### config.mk
export PLATFORM = sky130hd
export DESIGN_NAME = mc_ctrl_flat
export DESIGN_NICKNAME = d
export VERILOG_FILES = /design/src/rtl/mc_ctrl_if.sv /design/src/rtl/mc_ctrl.sv /design/src/flat_wrapper.sv
export SDC_FILE = /design/constraint.sdc
export NUM_CORES = 1
export LEC_CHECK = 0
export CAP_MARGIN = 5
export CORE_AREA = 3 3 110 70
export CTS_BUF_LIST = sky130_fd_sc_hd__clkbuf_16
export DETAILED_ROUTE_END_ITERATION = 8
export DIE_AREA = 0 0 113 73
export PLACE_DENSITY_LB_ADDON = 0.05
export SLEW_MARGIN = 20
export SYNTH_ARGS = -nofsm -noshare
export SYNTH_HDL_FRONTEND = slang
export SYNTH_SLANG_ARGS = --single-unit
### constraint.sdc
create_clock -name clk -period 2.3 [get_ports clk]
set_clock_uncertainty 0.15 [all_clocks]
set_input_delay 0.46 -clock clk [delete_from_list [all_inputs] [get_ports clk]]
set_output_delay 0.46 -clock clk [all_outputs]
set_load 0.02 [all_outputs]
### src/rtl/mc_ctrl_if.sv
// Control bus between the multi-cycle controller and the fetch/datapath.
// The controller owns every control output; the datapath drives inst and ZF.
interface mc_ctrl_if #(
    parameter int ALUOP_W = 4,
    parameter int REG_AW  = 5
);
    logic [31:0]        inst;
    logic               ZF;
    logic               IR_Write;
    logic               PC_Write;
    logic               PC0_Write;
    logic [1:0]         PC_s;
    logic [REG_AW-1:0]  rs1;
    logic [REG_AW-1:0]  rs2;
    logic [REG_AW-1:0]  rd;
    logic               Reg_Write;
    logic [1:0]         w_data_s;
    logic               rs2_imm_s;
    logic [ALUOP_W-1:0] ALU_OP;
    logic               Mem_Write;
    logic [31:0]        imm32;
    logic               illegal;

    // Controller side
    modport master (
        input  inst, ZF,
        output IR_Write, PC_Write, PC0_Write, PC_s, rs1, rs2, rd, Reg_Write,
               w_data_s, rs2_imm_s, ALU_OP, Mem_Write, imm32, illegal
    );

    // Datapath / fetch side
    modport slave (
        output inst, ZF,
        input  IR_Write, PC_Write, PC0_Write, PC_s, rs1, rs2, rd, Reg_Write,
               w_data_s, rs2_imm_s, ALU_OP, Mem_Write, imm32, illegal
    );
endinterface

### src/rtl/mc_ctrl.sv
// Multi-cycle RV32I control unit (R/I-ALU, LUI, LW, SW, BEQ, JAL).
// One instruction in flight; outputs are decoded from state and the fields
// latched in the decode state, except PC_Write in the branch state.
module mc_ctrl #(
    parameter int ALUOP_W = 4,
    parameter int REG_AW  = 5
) (
    input  logic       clk,
    input  logic       rst_n,
    mc_ctrl_if.master  bus
);

    typedef enum logic [3:0] {
        S_IF  = 4'd0,
        S_ID  = 4'd1,
        S_EX  = 4'd2,
        S_WB  = 4'd3,
        S_MA  = 4'd4,
        S_LD  = 4'd5,
        S_LUI = 4'd6,
        S_BR  = 4'd7,
        S_JAL = 4'd8,
        S_ILL = 4'd9
    } state_t;

    localparam logic [6:0] OP_R      = 7'b0110011;
    localparam logic [6:0] OP_IMM    = 7'b0010011;
    localparam logic [6:0] OP_LOAD   = 7'b0000011;
    localparam logic [6:0] OP_STORE  = 7'b0100011;
    localparam logic [6:0] OP_LUI    = 7'b0110111;
    localparam logic [6:0] OP_BRANCH = 7'b1100011;
    localparam logic [6:0] OP_JAL    = 7'b1101111;

    localparam logic [3:0] ALU_ADD  = 4'd0;
    localparam logic [3:0] ALU_SUB  = 4'd1;
    localparam logic [3:0] ALU_SLL  = 4'd2;
    localparam logic [3:0] ALU_SLT  = 4'd3;
    localparam logic [3:0] ALU_SLTU = 4'd4;
    localparam logic [3:0] ALU_XOR  = 4'd5;
    localparam logic [3:0] ALU_SRL  = 4'd6;
    localparam logic [3:0] ALU_SRA  = 4'd7;
    localparam logic [3:0] ALU_OR   = 4'd8;
    localparam logic [3:0] ALU_AND  = 4'd9;

    state_t      state_q, state_d;
    logic [4:0]  rs1_q, rs1_d;
    logic [4:0]  rs2_q, rs2_d;
    logic [4:0]  rd_q, rd_d;
    logic [2:0]  funct3_q, funct3_d;
    logic        f7b5_q, f7b5_d;
    logic [6:0]  opc_q, opc_d;
    logic [31:0] imm32_q, imm32_d;
    logic        illegal_q, illegal_d;

    logic        is_itype;
    logic [3:0]  alu_fn;

    // State and decoded-field registers
    always_ff @(posedge clk) begin
        if (!rst_n) begin
            state_q   <= S_IF;
            rs1_q     <= '0;
            rs2_q     <= '0;
            rd_q      <= '0;
            funct3_q  <= '0;
            f7b5_q    <= 1'b0;
            opc_q     <= '0;
            imm32_q   <= '0;
            illegal_q <= 1'b0;
        end else begin
            state_q   <= state_d;
            rs1_q     <= rs1_d;
            rs2_q     <= rs2_d;
            rd_q      <= rd_d;
            funct3_q  <= funct3_d;
            f7b5_q    <= f7b5_d;
            opc_q     <= opc_d;
            imm32_q   <= imm32_d;
            illegal_q <= illegal_d;
        end
    end

    // Next state; fields and immediate are captured only while in decode
    always_comb begin
        state_d  = state_q;
        rs1_d    = rs1_q;
        rs2_d    = rs2_q;
        rd_d     = rd_q;
        funct3_d = funct3_q;
        f7b5_d   = f7b5_q;
        opc_d    = opc_q;
        imm32_d  = imm32_q;
        case (state_q)
            S_IF: state_d = S_ID;
            S_ID: begin
                rs1_d    = bus.inst[19:15];
                rs2_d    = bus.inst[24:20];
                rd_d     = bus.inst[11:7];
                funct3_d = bus.inst[14:12];
                f7b5_d   = bus.inst[30];
                opc_d    = bus.inst[6:0];
                state_d  = S_ILL;
                case (bus.inst[6:0])
                    OP_R: state_d = S_EX;
                    OP_IMM: begin
                        imm32_d = {{20{bus.inst[31]}}, bus.inst[31:20]};
                        state_d = S_EX;
                    end
                    OP_LOAD: begin
                        imm32_d = {{20{bus.inst[31]}}, bus.inst[31:20]};
                        if (bus.inst[14:12] == 3'b010) state_d = S_MA;
                    end
                    OP_STORE: begin
                        imm32_d = {{20{bus.inst[31]}}, bus.inst[31:25], bus.inst[11:7]};
                        if (bus.inst[14:12] == 3'b010) state_d = S_MA;
                    end
                    OP_LUI: begin
                        imm32_d = {bus.inst[31:12], 12'b0};
                        state_d = S_LUI;
                    end
                    OP_BRANCH: begin
                        imm32_d = {{19{bus.inst[31]}}, bus.inst[31], bus.inst[7],
                                   bus.inst[30:25], bus.inst[11:8], 1'b0};
                        if (bus.inst[14:12] == 3'b000) state_d = S_BR;
                    end
                    OP_JAL: begin
                        imm32_d = {{11{bus.inst[31]}}, bus.inst[31], bus.inst[19:12],
                                   bus.inst[20], bus.inst[30:21], 1'b0};
                        state_d = S_JAL;
                    end
                    default: state_d = S_ILL;
                endcase
            end
            S_EX:  state_d = S_WB;
            S_WB:  state_d = S_IF;
            S_MA:  state_d = (opc_q == OP_LOAD) ? S_LD : S_IF;
            S_LD:  state_d = S_IF;
            S_LUI: state_d = S_IF;
            S_BR:  state_d = S_IF;
            S_JAL: state_d = S_IF;
            S_ILL: state_d = S_ILL;
            default: state_d = S_IF;
        endcase
        illegal_d = illegal_q | (state_d == S_ILL);
    end

    // ALU function from funct3/funct7[5]; bit30 of an I-type only matters for srai
    always_comb begin
        is_itype = (opc_q == OP_IMM);
        alu_fn   = ALU_ADD;
        case (funct3_q)
            3'b000: alu_fn = (!is_itype && f7b5_q) ? ALU_SUB : ALU_ADD;
            3'b001: alu_fn = ALU_SLL;
            3'b010: alu_fn = ALU_SLT;
            3'b011: alu_fn = ALU_SLTU;
            3'b100: alu_fn = ALU_XOR;
            3'b101: alu_fn = f7b5_q ? ALU_SRA : ALU_SRL;
            3'b110: alu_fn = ALU_OR;
            3'b111: alu_fn = ALU_AND;
            default: alu_fn = ALU_ADD;
        endcase
    end

    // Moore control outputs; write enables are suppressed while reset is asserted
    always_comb begin
        bus.IR_Write  = 1'b0;
        bus.PC_Write  = 1'b0;
        bus.PC0_Write = 1'b0;
        bus.PC_s      = 2'b10;
        bus.Reg_Write = 1'b0;
        bus.w_data_s  = 2'b00;
        bus.rs2_imm_s = 1'b0;
        bus.ALU_OP    = ALUOP_W'(ALU_ADD);
        bus.Mem_Write = 1'b0;
        case (state_q)
            S_IF: begin
                bus.IR_Write  = 1'b1;
                bus.PC_Write  = 1'b1;
                bus.PC0_Write = 1'b1;
                bus.PC_s      = 2'b00;
            end
            S_EX: begin
                bus.ALU_OP    = ALUOP_W'(alu_fn);
                bus.rs2_imm_s = is_itype;
            end
            S_WB: begin
                bus.ALU_OP    = ALUOP_W'(alu_fn);
                bus.rs2_imm_s = is_itype;
                bus.Reg_Write = 1'b1;
                bus.w_data_s  = 2'b00;
            end
            S_MA: begin
                bus.rs2_imm_s = 1'b1;
                bus.Mem_Write = (opc_q == OP_STORE);
            end
            S_LD: begin
                bus.rs2_imm_s = 1'b1;
                bus.Reg_Write = 1'b1;
                bus.w_data_s  = 2'b01;
            end
            S_LUI: begin
                bus.Reg_Write = 1'b1;
                bus.w_data_s  = 2'b10;
            end
            S_BR: begin
                bus.ALU_OP    = ALUOP_W'(ALU_SUB);
                bus.PC_Write  = bus.ZF;
                bus.PC_s      = 2'b01;
            end
            S_JAL: begin
                bus.Reg_Write = 1'b1;
                bus.w_data_s  = 2'b11;
                bus.PC_Write  = 1'b1;
                bus.PC_s      = 2'b01;
            end
            default: ;
        endcase
        if (!rst_n) begin
            bus.Reg_Write = 1'b0;
            bus.Mem_Write = 1'b0;
        end
    end

    assign bus.rs1     = REG_AW'(rs1_q);
    assign bus.rs2     = REG_AW'(rs2_q);
    assign bus.rd      = REG_AW'(rd_q);
    assign bus.imm32   = imm32_q;
    assign bus.illegal = illegal_q;

endmodule

### src/flat_wrapper.sv
// flat-port wrapper written by rule: the top's interface ports become plain ports
module mc_ctrl_flat 
#(
    parameter int ALUOP_W = 4,
    parameter int REG_AW  = 5
)
  (clk, rst_n, bus_inst, bus_ZF, bus_IR_Write, bus_PC_Write, bus_PC0_Write, bus_PC_s, bus_rs1, bus_rs2, bus_rd, bus_Reg_Write, bus_w_data_s, bus_rs2_imm_s, bus_ALU_OP, bus_Mem_Write, bus_imm32, bus_illegal);
  mc_ctrl_if #(.ALUOP_W(ALUOP_W), .REG_AW(REG_AW)) bus_i ();
  input  logic clk;
  input  logic rst_n;
  input wire logic [$bits(bus_i.inst)-1:0] bus_inst;
  input wire logic [$bits(bus_i.ZF)-1:0] bus_ZF;
  output wire logic [$bits(bus_i.IR_Write)-1:0] bus_IR_Write;
  output wire logic [$bits(bus_i.PC_Write)-1:0] bus_PC_Write;
  output wire logic [$bits(bus_i.PC0_Write)-1:0] bus_PC0_Write;
  output wire logic [$bits(bus_i.PC_s)-1:0] bus_PC_s;
  output wire logic [$bits(bus_i.rs1)-1:0] bus_rs1;
  output wire logic [$bits(bus_i.rs2)-1:0] bus_rs2;
  output wire logic [$bits(bus_i.rd)-1:0] bus_rd;
  output wire logic [$bits(bus_i.Reg_Write)-1:0] bus_Reg_Write;
  output wire logic [$bits(bus_i.w_data_s)-1:0] bus_w_data_s;
  output wire logic [$bits(bus_i.rs2_imm_s)-1:0] bus_rs2_imm_s;
  output wire logic [$bits(bus_i.ALU_OP)-1:0] bus_ALU_OP;
  output wire logic [$bits(bus_i.Mem_Write)-1:0] bus_Mem_Write;
  output wire logic [$bits(bus_i.imm32)-1:0] bus_imm32;
  output wire logic [$bits(bus_i.illegal)-1:0] bus_illegal;
  assign bus_i.inst = bus_inst;
  assign bus_i.ZF = bus_ZF;
  assign bus_IR_Write = bus_i.IR_Write;
  assign bus_PC_Write = bus_i.PC_Write;
  assign bus_PC0_Write = bus_i.PC0_Write;
  assign bus_PC_s = bus_i.PC_s;
  assign bus_rs1 = bus_i.rs1;
  assign bus_rs2 = bus_i.rs2;
  assign bus_rd = bus_i.rd;
  assign bus_Reg_Write = bus_i.Reg_Write;
  assign bus_w_data_s = bus_i.w_data_s;
  assign bus_rs2_imm_s = bus_i.rs2_imm_s;
  assign bus_ALU_OP = bus_i.ALU_OP;
  assign bus_Mem_Write = bus_i.Mem_Write;
  assign bus_imm32 = bus_i.imm32;
  assign bus_illegal = bus_i.illegal;
  mc_ctrl #(.ALUOP_W(ALUOP_W), .REG_AW(REG_AW)) u_core (.clk(clk), .rst_n(rst_n), .bus(bus_i));
endmodule
; Word level (Yosys, flattened, before mapping)
; Cells that the tools add are included.
[totals]
reg_bits = 63
out_inout_bits = 62
[op_classes]
n_eq_ne = 28
muxes = 19
bitwise = 1
n_reduce_logical = 15
[op_table]
columns = cell, n
row1 = case mux 32 bit (5 select lines), 1
row2 = case mux 4 bit (5 select lines), 2
row3 = case mux 4 bit (8 select lines), 1
row4 = equality test 7 x 6 -> 1 bit (second input constant), 4
row5 = equality test 4 x 3 -> 1 bit (second input constant), 4
row6 = equality test 7 x 2 -> 1 bit (second input constant), 2
row7 = equality test 7 x 5 -> 1 bit (second input constant), 2
row8 = equality test 7 bit (second input constant), 2
row9 = OR reduction 2 bit, 7
row10 = equality test 3 bit (second input constant), 4
row11 = equality test 4 bit (second input constant), 3
row12 = equality test 3 x 2 -> 1 bit (second input constant), 3
row13 = equality test 4 x 2 -> 1 bit (second input constant), 2
row14 = two-way mux 4 bit, 2
row15 = case mux 4 bit (2 select lines), 1
row16 = two-way mux 1 bit, 7
row17 = logical NOT 3 bit, 2
row18 = case mux 2 bit (3 select lines), 1
row19 = nonzero test 5 bit, 1
row20 = equality test 4 x 1 -> 1 bit (second input constant), 1
row21 = logical NOT 4 bit, 1
row22 = case mux 1 bit (2 select lines), 2
row23 = case mux 2 bit (2 select lines), 1
row24 = OR reduction 4 bit, 1
row25 = other kinds (6), 6

; Logic depth before layout (Yosys ltp)
; Gate-level depths: netlist of run 1.
[depth]
ltp_word = 6
ltp_mapped = 7
ltp_nobuf = 5

; Worst setup path before layout of run 1
; No wires, ideal clock.
[synth_path]
path_type = register -> output
start = register u_core.state_q[2]
end = output port bus_PC0_Write
arrival_time_ns = 1.672
t_required_ns = 1.690
slack_ns = 0.018
path_stages_with_launch = 5
path_buffers = 3
cell_sequence = dfxtp_1 -> clkbuf_1 -> clkbuf_1 -> nor4_1 -> buf_4
[synth_between]
elab_chain_len = 2
[synth_lines]
columns = element, line_no
row1 = "start, declared", mc_ctrl.sv:45  ; state_t state_q, state_d;
row2 = "start signal, assigned", mc_ctrl.sv:71  ; state_q <= state_d;
row3 = logical NOT 4 bit, n/a
row4 = two-way mux 1 bit, n/a
row5 = "end, declared", flat_wrapper.sv:15  ; output wire logic [$bits(bus_i.PC0_Write)-1:0] bus_PC0_Write;
; Every way passes these cells.

; Worst setup path in the final report of run 1
[layout_path]
start = register u_core.opc_q[2]
end = output port bus_ALU_OP[0]
[layout_between]
elab_chain_len = 6
[layout_lines]
columns = element, line_no
row1 = "start, declared", mc_ctrl.sv:51  ; logic [6:0] opc_q, opc_d;
row2 = "start signal, assigned", mc_ctrl.sv:77  ; opc_q <= opc_d;
row3 = equality test 7 x 5 -> 1 bit, mc_ctrl.sv:149  ; is_itype = (opc_q == OP_IMM);
row4 = logical NOT 1 bit, mc_ctrl.sv:152  ; 3'b000: alu_fn = (!is_itype && f7b5_q) ? ALU_SUB : ALU_ADD;
row5 = logical AND 1 bit, mc_ctrl.sv:152
row6 = two-way mux 1 bit, mc_ctrl.sv:152
row7 = case mux 4 bit (8 select lines), mc_ctrl.sv:151  ; case (funct3_q)
row8 = case mux 4 bit (2 select lines), mc_ctrl.sv:175  ; case (state_q)
row9 = "end, declared", flat_wrapper.sv:23  ; output wire logic [$bits(bus_i.ALU_OP)-1:0] bus_ALU_OP;
; Every way passes these cells.

==> results of run 1 <==
stage by stage:
step | setup WS [ns] | setup TNS [ns] | hold slack [ns] | cells | util
floorplan | 0.01828 | 0 | 0.2813 | 383 | -
global placement | -0.3615 | -9.582 | 0.2847 | 590 | 0.6657
detailed placement | -0.3763 | -11.57 | 0.2951 | 590 | 0.6657
CTS | -0.2904 | -0.5146 | 0.3034 | 608 | 0.7135
global route | -0.3208 | -0.6931 | 0.3237 | 617 | 0.7301
finish | -0.2630 | -0.4864 | 0.2999 | 617 | 0.7301
worst reg2reg max path: stages (launching register included):
cell and delay [ns]:
sky130_fd_sc_hd__dfxtp_1 0.30, sky130_fd_sc_hd__buf_4 0.17, sky130_fd_sc_hd__nand2b_1 0.20, sky130_fd_sc_hd__or3_1 0.45, sky130_fd_sc_hd__a21oi_4 0.22, sky130_fd_sc_hd__buf_12 0.15, sky130_fd_sc_hd__buf_4 0.15, sky130_fd_sc_hd__o211ai_1 0.09
sky130_fd_sc_hd__o211a_1 0.14
routing by layer:
| layer | up-vias | track usage |
|---|---|---|
| li1 | 1636 | - |
| met4 | 0 | 0.05200 |
| met1 | 1583 | 0.3428 |
| met3 | 5 | 0.07457 |
| met5 | - | 0 |
| met2 | 130 | 0.3570 |
final cells by class:
class                   count  area share
flip-flops and latches     63      0.2598
inverters                   7    0.005390
multi-input cells         280      0.3416
repair buffers            164      0.3049
clock inverters             7     0.01976
well taps                  87     0.02233
clock buffers               9     0.04620
logic make-up after synthesis:
logic type | count (synthesis)
muxes | 2
buffers and inverters | 40
DFF | 63
AOI/OAI and AO/OA | 112
and+or+nand+nor | 166
flip-flops by register name, summed over array words and instances (netlist names):
register / count
u_core.bus.imm32: 32
u_core.bus.rs2: 5
u_core.f7b5_q: 1
u_core.state_q: 4
u_core.bus.rd: 5
u_core.bus.rs1: 5
u_core.opc_q: 7
u_core.funct3_q: 3
u_core.bus.illegal: 1
worst paths after layout:
check | start | end | slack, ns | cells past startpoint
max | u_core.opc_q[2] | bus_ALU_OP[0] | -0.26 | 7
min | u_core.bus.imm32[6] | u_core.bus.imm32[6] | 0.30 | 2
max reg2reg | u_core.state_q[1] | u_core.bus.imm32[3] | 0.17 | 8
min reg2reg | u_core.bus.imm32[6] | u_core.bus.imm32[6] | 0.30 | 2
Yosys cell counts, drive strengths merged (2+ instances only):
library cell	number	area [µm²]
nand3b	2	15.01
a211oi	3	22.52
nand2b	8	50.05
and2	9	56.30
o211a	4	40.04
a311o	2	20.02
nand2	72	270.3
nand4	7	43.79
o21ai	24	123.9
a22oi	2	15.01
o31ai	5	51.30
o211ai	4	30.03
a21o	3	22.52
nor3b	2	15.01
inv	7	26.28
or3	4	25.02
o221a	8	90.09
nor2b	2	12.51
or4b	2	20.02
and4b	2	20.02
dfxtp	63	1261
nor4	4	25.02
nor3	14	70.07
a21oi	51	304.0
clkbuf	21	78.83
nor2	26	97.59
buf	12	81.32
nand3	3	15.01
power breakdown:
| part | internal, mW | switching (mW) | total, mW | leakage [nW] |
|---|---|---|---|---|
| clock network | 0.949 | 0.504 | 1.45 | 0.150 |
| registers | 1.15 | 0.0365 | 1.18 | 0.513 |
| logic | 0.270 | 0.307 | 0.576 | 1.33 |
| total | 2.36 | 0.847 | 3.21 | 1.99 |
timing repair:
action | CTS | global route
hold buffers | 0 | 0
cloned | 0 | 0
gates resized for setup | 38 | 28
endpoints found under the setup margin | 29 | 38
pin swaps | 2 | 4
buffers inserted | 2 | 10
==> results.md, run 1 <==
Cells and area:
- The number of inserted filler cells in the final layout is 534.
- The final layout contains 560 nets.
- Relative to the synthesized area, the layout overhead comes to 59.35%.
- The multi-input gate area in the final layout is 1665 µm².
- Leaving out fill and tap cells, the most frequent cell in the layout is sky130_fd_sc_hd__clkdlybuf4s50_1.
- The share of final-layout standard cells stronger than drive strength 1 is 0.2472.
- The final instance area is 4875 µm².
- In the layout the commonest cells are sky130_fd_sc_hd__clkdlybuf4s50_1, sky130_fd_sc_hd__nand2_1, sky130_fd_sc_hd__buf_4.
- The repair_antennas step left the layout with diodes totalling 0.
- The register area is 1266 µm².

Floorplanning:
- The initial utilization of the core area, before any placement, comes to 0.4582.
- The core area is 6676 µm².
- The die covers 8249 µm².
- The count of standard-cell rows is 23.
- 97 I/O pins were placed.
- From bottom edge to top edge, the die measures 73 µm.
- Measured along the x axis, the die boundary spans 113 µm.

Timing:
- Once routing completed, OpenROAD measured the worst setup slack at -0.2630 ns.
- Subtracting the final worst setup slack from the clock period gives 2.563 ns.
- The final-report max-slew violation count is 0.
- The post-route fraction of the period consumed by the critical path is 1.114.
- The worst pin sits at a relative slew slack of 0.6847.
- Setup repair after global routing could not meet its margin everywhere.
- The count of final hold-check violations was 0.
- The setup-violating endpoint count in the final report is 2.
- Based on the critical path, the design can be clocked at up to 0.3902 GHz.
- The slew at the pin closest to its max-slew limit is 0.4718 ns.

CTS:
- The clock transition at the registers of the reported paths is 0.06 ns.
- The sink count of the clock tree is 63.
- Clock latency on the worst-skew pair, taken at its later pin, is 0.33 ns.
- In this run the clock root is driven by a sky130_fd_sc_hd__clkbuf_16.
- The CTS tree is done.
- The longest clock path from root to sink contains 2 buffers.
- CTS built an H-tree with a depth of 3.
- The number of clock buffers inserted by TritonCTS is 9.

Route:
- The length of the first detailed-routing pass in iterations is 4.
- In the final routing, the length of wire on met1 measures 4742 µm.
- Summed over all nets, wire length on met3 after detailed routing comes to 788 µm.
- The number of design-rule violations left by the first detailed-router iteration is 313.
- Wires add up to 10100 µm.
- The detailed router used layers up to and including met4.
- The per-cell via count in the routed design is 5.436.
- For this run, design rule violations remaining after detail routing come to 0.
- The number of vias in the routed layout is 3354.
- The number of antenna-violating nets in the routed design is 0.
- After detailed routing, the met2 layer carries 4508 µm of wire.
- The average detailed-routed wire length per instance is 16.37 µm.

Setup path:
- The critical path in this run is classified as reg -> out.
- The gate family responsible for the most delay along the worst path is simple AND/OR/NAND/NOR gates.
- The worst stage delay on the critical path is 0.54 ns.
- The worst setup path is captured at a primary output.
- STA puts the critical path data arrival time at 1.95 ns.
- The worst path required time is 1.69 ns.
- The maximum fanout encountered on the critical timing path is 2.
- STA classifies the critical path startpoint as a flop.
- The signal on the critical path passes through or4b_4 > nor3_2 > buf_4 > nand2_2 > o31ai_2 > a21oi_1 > buf_2.
- The buffering stage count on the worst path with inverters included is 2.
- The slowest stage of the critical path is the sky130_fd_sc_hd__or4b_4 cell.

Min path:
- The worst hold-check path type is reg -> reg.

Pwr:
- Across the VDD grid, the largest voltage drop is 0.0003943 V.
- In this run the power density over the cells is 658.9 nW/µm².
- Summed over all cells, the static leakage comes to 1.992 nW.
- The completed layout was analyzed and its total power is 3.212 mW.

Placement:
- After detailed placement, the total cell area comes to 4444 µm².
- Routability-driven placement finished with a final weighted congestion of 0.8823.
- The HPWL after detailed placement is 7113 µm.
- The number of I/O port buffers is 96.

Global routing:
- The initial antenna violation count is 0.
- Entering global routing, the biggest net connects 40 pins.
- The remaining global-route overflow is 0.
- The via count of the first global-routing pass came to 3130.
- The first global-routing pass estimated 15680 µm of wire.
- The overall global routing resource usage is 0.2401.

Yosys:
- The synthesized area per cell is 7.987 µm².
- The synthesized netlist net count is 418.
- The commonest register cell after synthesis is sky130_fd_sc_hd__dfxtp_1.
- The xor and xnor area share after synthesis is 0.
- For this run, asynchronously set or reset flops after synthesis account for 0.
- The synthesized-area fraction occupied by and/or/nand/nor cells is 0.2679.
- Measured against the total synthesized area, the mux share comes to 0.006953.
- Of the total synthesized cell area, the portion taken by full adders, half adders and majority gates is 0.
- During synthesis, Yosys emitted a total of 0 warnings.
- After synthesis the cells add up to 3059 µm².
- Of the synthesized area, sequential elements account for 0.4123.
- The count of state elements after synthesis is 63.
- The cell count after synthesis came out at 383.
- The count of cell types in the netlist is 54.
- The combinational family with the most area after synthesis is simple AND/OR/NAND/NOR gates.
- The synthesized-area fraction occupied by ao, oa, aoi and oai cells came to 0.2519.
- The number of enable flip-flop cells after synthesis is 0.

Status:
- The run finished, with violations left.
- The final reports fail on negative setup slack.

Job:
- Across the run, the number of max-cap violations was 0.
(Power assumes the default switching activity.)
==> run 2, diff against run 1 <==
--- a/config.mk
+++ b/config.mk
@@ -10,7 +10,7 @@
 export CTS_BUF_LIST = sky130_fd_sc_hd__clkbuf_16
 export DETAILED_ROUTE_END_ITERATION = 8
 export DIE_AREA = 0 0 113 73
-export PLACE_DENSITY_LB_ADDON = 0.05
+export PLACE_DENSITY = 0.77
 export SLEW_MARGIN = 20
 export SYNTH_ARGS = -nofsm -noshare
 export SYNTH_HDL_FRONTEND = slang
==> run 2 against run 1 <==
  * The flow still finishes with violations (negative setup slack)
  * Register-to-register slack worse by 0.06 ns
  * Sequential power hardly changed
  * Core utilization is 1.9 points lower
  * Combinational power is 1% lower
  * Non-clock buffer count is 13 lower
  * Worst hold slack worse by 0.0036 ns
  * Sequential share of layout area is 0.66 points higher
  * Setup slack worse by 0.037 ns
  * Clock power is 11% lower
  * Die area stayed put
  * Via count is 1.3% lower
  * Fmax is 1.4% lower
  * Critical path type unchanged
  * Critical endpoint unchanged
==> results.md, run 2 (synthesis gave the netlist of run 1 again) <==
Status:
- The run finished, with violations left.
- The final reports fail on negative setup slack.

Floorplanning:
- The I/O pin total is 97.
- The core area is 6676 µm².
- The initialized floorplan defines 23 standard-cell rows.
- The floorplan die width is 113 µm.
- The die extent in y is 73 µm.
- The starting utilization of the core area is 0.4582.
- The area of the die is 8249 µm².

Placement:
- The HPWL after detailed placement is 7041 µm.
- In this run the tool buffered the top-level ports with 96 buffer cells.
- Counting tap cells, the placed design contains a total of 586 instances.
- The placed instance area is 4402 µm².
- Prior to clock tree synthesis, the placed netlist has a worst setup slack of -0.4050 ns.
- The congestion estimate from routability-driven global placement came to 0.8687.

Timing:
- The count of final hold-check violations is 0.
- The worst pin sits at a relative slew slack of 0.6554.
- Counting I/O delays and the setup requirement, the final critical path takes 2.600 ns.
- Setup repair after global routing could not meet its margin everywhere.
- Setup violations remaining at the end of the flow were counted as 2.
- The final-report max-slew violation count is 0.
- In the post-route analysis, the smallest setup slack over all paths is -0.3001 ns.
- The slew at the pin closest to its max-slew limit is 0.5038 ns.
- Hold is met by 0.2963 ns.
- The maximum achievable frequency is 0.3846 GHz.
- In the final timing run, aggregate negative setup slack is -0.5239 ns.
- The post-route fraction of the period consumed by the critical path is 1.130.

Setup path:
- The end of the worst register-to-register path is u_core.bus.imm32[3].
- Walking the worst path, the cells encountered are or4b_4 > nor3_4 > buf_6 > nand2_4 > o31ai_2 > a21oi_1 > buf_4.
- In this run the critical register-to-register path is launched from u_core.state_q[1].
- Along the worst path, the maximum fanout reaches 3.
- The worst stage delay on the critical path is 0.55 ns.
- STA puts the critical path data required time at 1.69 ns.
- The arrival time at the worst endpoint is 1.99 ns.
- STA classifies the critical path endpoint as a primary output.
- For the worst flop-to-flop path, the logic depth is 8.
- STA classifies the critical path startpoint as a flop.
- The worst reg-to-reg setup slack is 0.11 ns.
- The setup path with the least slack is of type reg -> out.
- Among all stages on the critical path, the largest delay is contributed by sky130_fd_sc_hd__or4b_4.

Global routing:
- The via count of the first global-routing pass came to 3016.
- For this run, the total global-route usage over all layers was measured as 0.2299.
- The initial antenna violation count is 0.
- Entering global routing, the biggest net connects 40 pins.
- The first global-routing pass estimated 15080 µm of wire.
- The remaining global-route overflow is 0.

Min path:
- In this run the most critical hold path is launched from u_core.bus.imm32[7].
- The worst hold-check path type is reg -> reg.
- The end point of the most critical hold path is u_core.bus.imm32[7].
- Along the worst hold path, the cell count comes to 2.

Pwr:
- The post-route total power is 3.043 mW.
- The worst vdd rail ir drop is 0.0003701 V.
- Dividing total power by cell area gives a power density of 641.4 nW/µm².
- The static leakage is 1.904 nW.

Cells and area:
- The finished cells cover 4745 µm².
- The library cells used most frequently in the layout, excluding fill and tap cells, are sky130_fd_sc_hd__clkdlybuf4s50_1, sky130_fd_sc_hd__nand2_1, sky130_fd_sc_hd__dfxtp_1.
- Of the cells placed in the final design, the portion with a size suffix greater than 1 is 0.2244.
- The relative area change from synthesis to final layout is 55.09%.
- The fraction of the core area covered by cells at the end of the flow is 0.7106.
- After filler insertion, the fill cell instance count of the layout stands at 559.
- The net count of the finished layout is 547.
- 0 antenna diodes ended up in the layout.
- The most frequent standard cell in the layout excluding fill and tap cells is sky130_fd_sc_hd__clkdlybuf4s50_1.
- The number of non-filler instances in the completed layout is 604.
- The register with the most flip-flops in the layout has 32 of them.

CTS:
- TritonCTS built the clock tree.
- The tree is rooted in a sky130_fd_sc_hd__clkbuf_16.
- The maximum clock insertion buffer count is 2.
- The number of levels the H-tree was split into is 3.
- Clock-pin slew was measured on the worst setup and hold paths at 0.06 ns.
- Counting every sink on the clock net gives 63.
- Buffers inserted to repair hold after CTS numbered 0.
- The number of clock buffers inserted by TritonCTS is 9.
- The insertion delay to the later sink of the worst-skew pair is 0.32 ns.

Route:
- The length of the first detailed-routing pass in iterations is 4.
- Dividing the detail-routed wire length by the instance count gives 15.69 µm.
- The number of design-rule violations left by the first detailed-router iteration is 270.
- The final wirelength is 9476 µm.
- The per-cell via count in the routed design is 5.483.
- The remaining routing DRC violations is 0.
- The number of vias in the routed layout is 3312.
- Once detail routing completed, the nets flagged for antenna violations numbered 0.

Job:
- Max-cap violations in this run came to 0.
[run 2: cell types whose count changed in the layout (fill, tap and decap cells not counted), moves of 2 or more]
cell | before | now
sky130_fd_sc_hd__buf_4 | 66 | 54
sky130_fd_sc_hd__clkdlybuf4s50_1 | 77 | 80
sky130_fd_sc_hd__clkinv_2 | 0 | 2
sky130_fd_sc_hd__dfxtp_1 | 59 | 61
sky130_fd_sc_hd__dfxtp_2 | 4 | 2
sky130_fd_sc_hd__dlymetal6s2s_1 | 4 | 2
[run 2: per-layer routing]
layer | global-route usage | up-vias | part of all wire
met2 | 0.3274 | 135 | 0.41
met4 | 0.06933 | 0 | 0.010
li1 | - | 1623 | -
met5 | 0 | - | 0
met1 | 0.3327 | 1541 | 0.49
met3 | 0.07042 | 13 | 0.087
[run 2: power by group]
part           switching (mW)  internal [mW]  total [mW]
Combinational           0.305          0.264       0.569
Sequential             0.0345           1.15        1.18
Clock                   0.467          0.827        1.29
[run 2: how the worst max path moves through the flow]
stage | slack (ns) | start | cells past startpoint | endpoint
finish | -0.30 | u_core.opc_q[3] | 7 | bus_ALU_OP[0]
global route | -0.39 | u_core.opc_q[3] | 7 | bus_ALU_OP[0]
CTS | -0.32 | u_core.opc_q[2] | 7 | bus_ALU_OP[0]
detailed placement | -0.40 | u_core.opc_q[2] | 7 | bus_ALU_OP[0]
global placement | -0.34 | u_core.opc_q[2] | 7 | bus_ALU_OP[0]
floorplan | 0.02 | u_core.state_q[2] | 4 | bus_PC0_Write
[run 2: final cells by class]
type,count,area (µm²),area share
Multi-Input combinational cell,280,1679,0.3539
Timing Repair Buffer,151,1378,0.2903
Sequential cell,63,1264,0.2663
Clock buffer,9,225.2,0.04747
Tap cell,87,108.9,0.02294
Clock inverter,7,63.81,0.01345
Inverter,7,26.28,0.005538
[run 2: worst max-delay path: cells and delay by family (launching register included)]
| kind | cells | cell delay, ns |
|---|---|---|
| simple gates | 3 | 0.80 |
| buf+inv | 2 | 0.29 |
| compound gates | 2 | 0.26 |
| flops | 1 | 0.32 |
[run 2: timing repair]
| action | 4_1_cts | 5_1_grt |
|---|---|---|
| cloned | 0 | 0 |
| resized for setup | 39 | 19 |
| endpoints found under the hold margin | 0 | 0 |
| setup buffers | 1 | 1 |
| pin swaps | 4 | 7 |
| setup endpoints to repair | 23 | 32 |
